<file path="src/rtl/pc_seq_if.sv">
`default_nettype none
// +----------------------------------------------------------------------------+
// | Module      : pc_seq_if                                                    |
// | Description : Request/status bundle between the control-unit FSM and the   |
// |               pc_seq program-counter sequencer.                            |
// | Revision    : 1.0 - initial release                                        |
// +----------------------------------------------------------------------------+
// | Signals                                                                    |
// |   PCup, PCld, PCbr, PCcall, PCret : operation requests (control -> pc_seq) |
// |   LdAddr[AW], BrOff[OW], CallAddr : operands           (control -> pc_seq) |
// |   PC_out[AW]                      : registered program counter             |
// |   StkDepth, StkFull, StkEmpty     : return-stack occupancy                 |
// |   StkErr                          : sticky overflow/underflow flag         |
// |   Wrap                            : limit-wrap pulse (PC_LIMIT_EN only)    |
// | Modports                                                                   |
// |   master : control unit side                                               |
// |   slave  : pc_seq side                                                     |
// | Macro       : PC_LIMIT_EN adds the Wrap signal.                            |
// +----------------------------------------------------------------------------+
interface pc_seq_if #(
   parameter int AW    = 7,
   parameter int OW    = 4,
   parameter int DEPTH = 4
);
   localparam int c_DW = $clog2(DEPTH + 1);

   logic          PCup;
   logic          PCld;
   logic [AW-1:0] LdAddr;
   logic          PCbr;
   logic [OW-1:0] BrOff;
   logic          PCcall;
   logic [AW-1:0] CallAddr;
   logic          PCret;
   logic [AW-1:0] PC_out;
   logic [c_DW-1:0] StkDepth;
   logic          StkFull;
   logic          StkEmpty;
   logic          StkErr;
`ifdef PC_LIMIT_EN
   logic          Wrap;
`endif

   modport master (
      output PCup, PCld, LdAddr, PCbr, BrOff, PCcall, CallAddr, PCret,
      input  PC_out, StkDepth, StkFull, StkEmpty, StkErr
`ifdef PC_LIMIT_EN
      , input Wrap
`endif
   );

   modport slave (
      input  PCup, PCld, LdAddr, PCbr, BrOff, PCcall, CallAddr, PCret,
      output PC_out, StkDepth, StkFull, StkEmpty, StkErr
`ifdef PC_LIMIT_EN
      , output Wrap
`endif
   );
endinterface
`default_nettype wire

</file>
<file path="src/rtl/pc_seq.sv">
`default_nettype none
// +----------------------------------------------------------------------------+
// | Module      : pc_seq                                                       |
// | Description : Parametrised program-counter sequencer: clear, increment,    |
// |               absolute load, signed relative branch and call/return with   |
// |               a DEPTH-entry return-address stack. One PC-changing          |
// |               operation per clock, fixed priority:                         |
// |               Clr > PCld > PCbr > PCret > PCcall > PCup > hold.            |
// | Revision    : 1.0 - initial release                                        |
// +----------------------------------------------------------------------------+
// | Ports                                                                      |
// |   Clk : clock, all state on posedge                                        |
// |   Clr : synchronous active-high clear (top priority)                       |
// |   bus : pc_seq_if.slave - requests, operands and registered status         |
// | Parameters                                                                 |
// |   AW (7) address width, OW (4) branch offset width (OW <= AW),             |
// |   DEPTH (4) stack entries, PC_LIMIT (2**AW, PC_LIMIT_EN only)              |
// | Macro       : PC_LIMIT_EN - any new PC >= PC_LIMIT becomes 0 and Wrap      |
// |               pulses for one cycle; pushed return addresses are limited    |
// |               the same way.                                                |
// +----------------------------------------------------------------------------+
module pc_seq #(
   parameter int AW    = 7,
   parameter int OW    = 4,
   parameter int DEPTH = 4
`ifdef PC_LIMIT_EN
   , parameter int PC_LIMIT = 2**AW
`endif
) (
   input  wire logic Clk,
   input  wire logic Clr,
   pc_seq_if.slave   bus
);
   localparam int c_DW = $clog2(DEPTH + 1);
   localparam int c_IW = (DEPTH > 1) ? $clog2(DEPTH) : 1;

   logic [AW-1:0]   r_pc;
   logic [c_DW-1:0] r_depth;
   logic            r_err;
   logic [AW-1:0]   r_stack [DEPTH];

   logic [AW-1:0]   w_pc_nxt;
   logic [AW-1:0]   w_pc_raw;
   logic [c_DW-1:0] w_depth_nxt;
   logic            w_err_nxt;
   logic            w_push;
   logic            w_chg;
   logic            w_full;
   logic            w_empty;
   logic [AW-1:0]   w_ret_addr;
   logic [AW-1:0]   w_sext;
   logic [c_IW-1:0] w_push_idx;
   logic [c_IW-1:0] w_pop_idx;

   assign w_full     = (r_depth == c_DW'(DEPTH));
   assign w_empty    = (r_depth == '0);
   // Size cast of a signed operand sign-extends the offset to AW bits.
   assign w_sext     = AW'($signed(bus.BrOff));
   assign w_push_idx = c_IW'(r_depth);
   assign w_pop_idx  = c_IW'(r_depth - c_DW'(1));

`ifdef PC_LIMIT_EN
   logic r_wrap;
   logic w_wrap_nxt;
   logic [AW-1:0] w_inc;

   assign w_inc      = r_pc + AW'(1);
   assign w_ret_addr = (int'(w_inc) >= PC_LIMIT) ? '0 : w_inc;
`else
   assign w_ret_addr = r_pc + AW'(1);
`endif

   // Priority select; a blocked call/ret flags the error but leaves PC alone.
   always_comb begin
      w_pc_raw    = r_pc;
      w_depth_nxt = r_depth;
      w_err_nxt   = r_err;
      w_push      = 1'b0;
      w_chg       = 1'b0;
      if (bus.PCld) begin
         w_pc_raw = bus.LdAddr;
         w_chg    = 1'b1;
      end else if (bus.PCbr) begin
         w_pc_raw = r_pc + w_sext;
         w_chg    = 1'b1;
      end else if (bus.PCret) begin
         if (w_empty) begin
            w_err_nxt = 1'b1;
         end else begin
            w_pc_raw    = r_stack[w_pop_idx];
            w_depth_nxt = r_depth - c_DW'(1);
            w_chg       = 1'b1;
         end
      end else if (bus.PCcall) begin
         if (w_full) begin
            w_err_nxt = 1'b1;
         end else begin
            w_pc_raw    = bus.CallAddr;
            w_depth_nxt = r_depth + c_DW'(1);
            w_push      = 1'b1;
            w_chg       = 1'b1;
         end
      end else if (bus.PCup) begin
         w_pc_raw = r_pc + AW'(1);
         w_chg    = 1'b1;
      end
   end

`ifdef PC_LIMIT_EN
   // Only freshly computed values are limited; a held PC is already legal.
   always_comb begin
      w_pc_nxt   = w_pc_raw;
      w_wrap_nxt = 1'b0;
      if (w_chg && (int'(w_pc_raw) >= PC_LIMIT)) begin
         w_pc_nxt   = '0;
         w_wrap_nxt = 1'b1;
      end
   end
`else
   assign w_pc_nxt = w_pc_raw;
`endif

   always_ff @(posedge Clk) begin
      if (Clr) begin
         r_pc    <= '0;
         r_depth <= '0;
         r_err   <= 1'b0;
      end else begin
         r_pc    <= w_pc_nxt;
         r_depth <= w_depth_nxt;
         r_err   <= w_err_nxt;
      end
   end

`ifdef PC_LIMIT_EN
   always_ff @(posedge Clk) begin
      if (Clr) begin
         r_wrap <= 1'b0;
      end else begin
         r_wrap <= w_wrap_nxt;
      end
   end
   assign bus.Wrap = r_wrap;
`endif

   // Stack storage is not reset; entries above StkDepth are don't-care.
   always_ff @(posedge Clk) begin
      if (!Clr && w_push) begin
         r_stack[w_push_idx] <= w_ret_addr;
      end
   end

   assign bus.PC_out   = r_pc;
   assign bus.StkDepth = r_depth;
   assign bus.StkFull  = w_full;
   assign bus.StkEmpty = w_empty;
   assign bus.StkErr   = r_err;
endmodule
`default_nettype wire

</file>
<file path="src/flat_wrapper.sv">
// flat-port wrapper written by rule: the top's interface ports become plain ports
module pc_seq_flat 
#(
   parameter int AW    = 7,
   parameter int OW    = 4,
   parameter int DEPTH = 4

)
  (Clk, Clr, bus_PCup, bus_PCld, bus_LdAddr, bus_PCbr, bus_BrOff, bus_PCcall, bus_CallAddr, bus_PCret, bus_PC_out, bus_StkDepth, bus_StkFull, bus_StkEmpty, bus_StkErr);
  pc_seq_if #(.AW(AW), .OW(OW), .DEPTH(DEPTH)) bus_i ();
  input  wire logic Clk;
  input  wire logic Clr;
  input wire logic [$bits(bus_i.PCup)-1:0] bus_PCup;
  input wire logic [$bits(bus_i.PCld)-1:0] bus_PCld;
  input wire logic [$bits(bus_i.LdAddr)-1:0] bus_LdAddr;
  input wire logic [$bits(bus_i.PCbr)-1:0] bus_PCbr;
  input wire logic [$bits(bus_i.BrOff)-1:0] bus_BrOff;
  input wire logic [$bits(bus_i.PCcall)-1:0] bus_PCcall;
  input wire logic [$bits(bus_i.CallAddr)-1:0] bus_CallAddr;
  input wire logic [$bits(bus_i.PCret)-1:0] bus_PCret;
  output wire logic [$bits(bus_i.PC_out)-1:0] bus_PC_out;
  output wire logic [$bits(bus_i.StkDepth)-1:0] bus_StkDepth;
  output wire logic [$bits(bus_i.StkFull)-1:0] bus_StkFull;
  output wire logic [$bits(bus_i.StkEmpty)-1:0] bus_StkEmpty;
  output wire logic [$bits(bus_i.StkErr)-1:0] bus_StkErr;
  assign bus_i.PCup = bus_PCup;
  assign bus_i.PCld = bus_PCld;
  assign bus_i.LdAddr = bus_LdAddr;
  assign bus_i.PCbr = bus_PCbr;
  assign bus_i.BrOff = bus_BrOff;
  assign bus_i.PCcall = bus_PCcall;
  assign bus_i.CallAddr = bus_CallAddr;
  assign bus_i.PCret = bus_PCret;
  assign bus_PC_out = bus_i.PC_out;
  assign bus_StkDepth = bus_i.StkDepth;
  assign bus_StkFull = bus_i.StkFull;
  assign bus_StkEmpty = bus_i.StkEmpty;
  assign bus_StkErr = bus_i.StkErr;
  pc_seq #(.AW(AW), .OW(OW), .DEPTH(DEPTH)) u_core (.Clk(Clk), .Clr(Clr), .bus(bus_i));
endmodule
</file>
<file path="config.mk">
export PLATFORM = sky130hd
export DESIGN_NAME = pc_seq_flat
export DESIGN_NICKNAME = d
export VERILOG_FILES = /design/src/rtl/pc_seq_if.sv /design/src/rtl/pc_seq.sv /design/src/flat_wrapper.sv
export SDC_FILE = /design/constraint.sdc
export NUM_CORES = 1
export LEC_CHECK = 0
export CAP_MARGIN = 20
export CORE_MARGIN = 2
export CORE_UTILIZATION = 53
export CTS_CLUSTER_SIZE = 24
export DETAILED_ROUTE_END_ITERATION = 7
export GPL_TIMING_DRIVEN = 0
export PLACE_DENSITY = 0.84
export SETUP_SLACK_MARGIN = 0.15
export SYNTH_ARGS = -nofsm -noshare
export SYNTH_HDL_FRONTEND = slang
export SYNTH_SLANG_ARGS = --single-unit
export TNS_END_PERCENT = 5
</file>
<file path="constraint.sdc">
create_clock -name Clk -period 2.5 [get_ports Clk]
set_input_delay 0.5 -clock Clk [delete_from_list [all_inputs] [get_ports Clk]]
set_output_delay 0.5 -clock Clk [all_outputs]
set_load 0.05 [all_outputs]
</file>
==> results of run 1 <==
kinds of logic after synthesis:
family | after synthesis
AO/OA/AOI/OAI | 45
buffers and inverters | 19
XOR/XNOR | 14
AND/OR/NAND/NOR | 44
flip-flops | 39
adder cells (fa/ha/maj) | 13
multiplexers | 14
per-layer routing:
layer  vias up  track usage (%)  share of wire [%]
met2        46             37.1                 49
met3         6             5.10                4.4
li1        791                -                  -
met1       790             32.6                 46
met5         -                0                  0
met4         0             6.50               0.95
layout make-up:
cell class	instances	share of cell area (%)
clock buffer	5	2.51
multi-input combinational	130	38.5
sequential	39	38.9
timing repair buffer	35	12.8
clock inverter	3	1.74
inverter	10	1.37
tap	50	2.29
buffer	9	1.78
state kept, by name, indices dropped and copies added (netlist names):
| signal | count |
|---|---|
| u_core.bus.StkDepth | 3 |
| u_core.bus.PC_out | 7 |
| u_core.bus.StkErr | 1 |
| u_core.r_stack | 28 |
cells in the mapped netlist (5+ instances only):
cell / count / area (um2)
a21oi_1: 13 / 65.1
nor2_1: 11 / 41.3
clkbuf_1: 5 / 18.8
edfxtp_1: 28 / 841
inv_1: 10 / 37.5
xnor2_1: 7 / 61.3
nand2b_1: 5 / 31.3
nand2_1: 10 / 37.5
dfxtp_1: 11 / 220
ha_1: 12 / 150
mux4_2: 5 / 113
mux2i_1: 7 / 70.1
xor2_1: 7 / 61.3
metrics by stage:
| step | total power [mW] | TNS [ps] | instance area [um2] | util (%) | hold slack, ps |
|---|---|---|---|---|---|
| floorplan | 1.02 | 0 | 2200 | - | 622 |
| global placement | 1.15 | -1290 | 2620 | 65.4 | 453 |
| detailed placement | 1.15 | -1240 | 2620 | 65.4 | 466 |
| CTS | 1.69 | 0 | 2730 | 68.3 | 486 |
| global route | 1.76 | 0 | 2740 | 68.4 | 511 |
| finish | 1.69 | 0 | 2740 | 68.4 | 482 |
worst min path at each step:
stage | startpoint | end | slack [ps] | cells past startpoint
detailed placement | u_core.bus.StkErr | u_core.bus.StkErr | 470 | 2
global placement | u_core.bus.StkErr | u_core.bus.StkErr | 450 | 2
CTS | u_core.bus.StkErr | u_core.bus.StkErr | 490 | 2
global route | u_core.bus.StkErr | u_core.bus.StkErr | 510 | 2
floorplan | u_core.bus.StkDepth[1] | u_core.bus.StkDepth[1] | 620 | 2
finish | u_core.bus.StkErr | u_core.bus.StkErr | 480 | 2
critical path, delay by kind of cell (launching register included):
family / cells / cell delay, ps
adders and majority gates: 1 / 310
DFF: 1 / 370
and+or+nand+nor: 1 / 120
buffers and inverters: 4 / 810
where the power goes:
group	leakage [nW]	switching, mW	internal (mW)	total (mW)
Combinational	0.603	0.222	0.171	0.393
Clock	0.0587	0.243	0.302	0.545
Sequential	0.346	0.0324	0.719	0.751
Total	1.01	0.497	1.19	1.69
repair_timing:
item,CTS,global route
pin swaps,0,0
endpoints found under the setup margin,19,36
resized for setup,6,6
hold buffers,0,0
==> run metrics, run 1 <==
status=complete, no violations; CP Capture Type=output pin; min cycle time layout=2400 ps; Non-Filler Instances=281; Final #Nets=268; root buf cell=clkbuf_8; end of the critical path=bus_StkFull; Most used DFF post-synth=edfxtp_1; post-synthesis mux area share=9.54%; max-slew violation count=0; gr ovfl total=0; Core Region=4000 um2; crit-path max FO=10; DR DRC count=0; warning count from the yosys run=0; I/O Buffers=35; post-CTS setup buffers=0; Post-Synth Adder-Cell Area=7.77%; vertical die dimension=68.3 um; worst vdd ir=424 uV; CTS tree=yes; Largest stage delay, worst path=370 ps; final setup margin=101 ps; XOR/XNOR Fraction of Synth Area=5.60%; origin of the critical flop-to-flop path=u_core.bus.StkDepth[0]; I/O Pins=38; Die Span X=68.3 um; Hold WC Path Type=register to register; P per Cell Area=617 nW/um2; Critical Path AT=1900 ps; clk_skew=2.88 ps; max_cap viols=0; most frequent cells in the layout=clkdlybuf4s50_1 (33), edfxtp_1 (28), a21oi_1 (13), ha_1 (12), nor2_1 (11); Seq/Total Area, Yosys=48.4%; largest family of logic cells by synthesized area=compound AO/OA/AOI/OAI gates; net count after synthesis=226; DRT antenna net count=0; final hold violation count=0; R2R setup slack=130 ps; synth unique cells=48; multi-input logic area=1050 um2; clock slew at reported path FFs=80 ps; clock sink count=39; relative slew slack=60.9%; Worst Reg-to-Reg Cells=7; CTS buffer count=5; Ant. Diodes=0; via count=1633; initial antenna violation count=0; Die Area=4660 um2; dpl cells=273; clk buf depth=2; row cnt=23; largest net degree at the start of global routing=15; register area=1070 um2; share of layout cells above drive strength 1=12.6%; Peak Freq=417 MHz; Starting Density=54.8%; Layout area overhead=25.0%; Via density=5.81; first-pass GRT wire length=7530 um; most common cell after layout, fill and taps aside=clkdlybuf4s50_1; pre-CTS setup slack=-68.2 ps; Mean Syn Cell Area=11.7 um2; total wire length=5070 um; CP max stage cell=dfxtp_4; CP dominant cell by count=inv_1; LEAKAGE=1.01 nW; detailed placement HPWL=3700 um; DR WL/cell=18.0 um; Initial DRT Pass Iterations=6; crit path from=u_core.bus.StkDepth[0]; Fill cells=314; r2r endpoint=u_core.r_stack[1][6]; Final Setup Violations=0; number of synthesized flops with an enable pin=28; required time worst endpoint=2000 ps; Synth Instances=188; H-tree depth=2; CP Class=register to output pin; Initial DRC Count=108; gr usage total=23.4%; Slew @ Worst Pin=586 ps; Final Cycle Share=95.9%; #FFs+latches synth=39; crit-path cells=buf_4 -> inv_1 -> ha_1 -> nand2_1 -> inv_1 -> clkdlybuf4s18_2; Async SR Flop Fraction=0%; CP startpoint kind=register; Clk Latency, worst-skew pair=300 ps; number of global-route vias before repair=1514; complex-gate fraction of the synthesized area=14.2%; synthesized cell area=2190 um2; Simple-Gate Fraction of Synth Area=10.6%; final RePlAce weighted congestion=0.827; RSZ-0062 raised after global routing=yes
Power figures use the tool's default switching activity.
==> run 2: changes to the inputs <==
clock period = 2.3 ns   (was 2.5 ns; I/O delays follow)
==> run metrics, run 2 (same netlist as run 1, synthesis figures left out) <==
total wire length=4990 um; RSZ-0062 raised after global routing=yes; Final #Nets=267; I/O Pins=38; met1 wire length=2110 um; crit-path cells=clkdlybuf4s50_1 -> buf_2 -> nand3b_1 -> o211a_1 -> buf_6 -> mux2_4 -> a211o_1 -> a21oi_2; final hold slack=487 ps; Worst Reg-to-Reg Cells=9; DR WL/cell=17.8 um; relative slew slack=60.6%; largest net degree at the start of global routing=13; Hold WC Path Type=register to register; final setup margin=164 ps; Layout area overhead=26.5%; final hold violation count=0; share of layout cells above drive strength 1=14.3%; number of flip-flops under the largest register name=28; via count=1662; most frequent cells in the layout=clkdlybuf4s50_1 (31), edfxtp_1 (28), a21oi_1 (13), nor2_1 (11), ha_1 (11); Final Setup Violations=0; CP Capture Type=register; CP Class=input pin to register; Fill cells=298; CTS buffer count=5; max_cap viols=0; gr usage total=23.4%; root buf cell=clkbuf_8; Core Region=4000 um2; required time worst endpoint=2520 ps; crit path from=bus_PCret; post-CTS setup buffers=0; post-layout instance area=2770 um2; most common cell after layout, fill and taps aside=clkdlybuf4s50_1; CP max stage cell=clkdlybuf4s50_1; Die Area=4660 um2; origin of the critical flop-to-flop path=u_core.bus.StkDepth[0]; final RePlAce weighted congestion=0.783; DRT antenna net count=0; clk_skew=6.47 ps; row cnt=23; min cycle time layout=2140 ps; clock sink count=39; CTS tree=yes; metal2 WL=2520 um; Peak Freq=468 MHz; Via density=5.94; DP Area=2650 um2; first-pass GRT wire length=7660 um; end of the critical path=u_core.bus.PC_out[0]; worst vdd ir=429 uV; Critical Path AT=2360 ps; Die Span X=68.3 um; DR DRC count=0; clock slew at reported path FFs=70 ps; max-slew violation count=0; number of global-route vias before repair=1558; CP startpoint kind=input pin; crit-path max FO=10; Clk Latency, worst-skew pair=290 ps; Starting Density=54.8%; Largest stage delay, worst path=480 ps; initial antenna violation count=0; DR WL met3=310 um; Ant. Diodes=0; H-tree depth=2; R2R setup slack=200 ps; final setup TNS=0 ps; pre-CTS setup slack=-121 ps; top layer in use=met4; Slew @ Worst Pin=591 ps; LEAKAGE=1.02 nW; Top reg by flops=u_core.r_stack; I/O Buffers=35; vertical die dimension=68.3 um; Initial DRC Count=123; gr ovfl total=0; clk buf depth=2; status=complete, no violations; P per Cell Area=654 nW/um2; r2r endpoint=u_core.bus.PC_out[0]; Initial DRT Pass Iterations=4; Final Cycle Share=92.9%; detailed placement HPWL=3790 um
run 2: final cells by class:
type	instances	area (um2)	area share, %
multi-input cells	130	1100	39.6
flip-flops and latches	39	1070	38.5
repair buffers	35	344	12.4
clock buffers	5	68.8	2.48
well taps	50	62.6	2.26
plain buffers	8	51.3	1.85
inverters	10	41.3	1.49
clock inverters	3	38.8	1.40
run 2: worst min-delay path by stage:
stage / start / end / slack [ps] / cells past startpoint
final: u_core.bus.StkErr / u_core.bus.StkErr / 490 / 2
after floorplan: bus_LdAddr[4] / u_core.bus.PC_out[4] / 610 / 2
after global routing: u_core.bus.StkErr / u_core.bus.StkErr / 520 / 2
after CTS: u_core.bus.StkErr / u_core.bus.StkErr / 490 / 2
after global placement: u_core.bus.StkErr / u_core.bus.StkErr / 460 / 2
after detailed placement: u_core.bus.StkErr / u_core.bus.StkErr / 470 / 2
run 2: timing repair:
item                                    4_1_cts  5_1_grt
pin swaps                                     0        1
gates resized for setup                      11        2
endpoints found under the setup margin        9       38
hold buffers                                  0        0
run 2: power by group:
group	switching, mW	internal (mW)
Combinational	0.244	0.193
Clock	0.241	0.318
Sequential	0.0362	0.782
Total	0.521	1.29
run 2: per-layer routing:
| metal | vias up | GRT usage [%] |
|---|---|---|
| met5 | - | 0 |
| met4 | 0 | 7.75 |
| met3 | 7 | 5.10 |
| met2 | 55 | 38.2 |
| met1 | 811 | 30.8 |
| li1 | 789 | - |
run 2: through the flow:
stage          instances  power (mW)  utilization (%)
3_3_place_gp         273        1.25             66.2
4_1_cts              280        1.81             68.9
5_1_grt              280        1.88             69.3
6_report             280        1.81             69.3
2_1_floorplan        188        1.12                -
3_5_place_dp         273        1.26             66.2
run 2: worst max-delay path, delay by kind of cell:
family | cells | cell delay, ps
compound gates | 3 | 610
buf+inv | 3 | 870
simple gates | 1 | 160
mux | 1 | 250
==> run 3: changes to the inputs <==
CAP_MARGIN = default   (was 20)
==> results of run 3 <==
The final DEF is identical to that of run 2; final timing and power are the same.
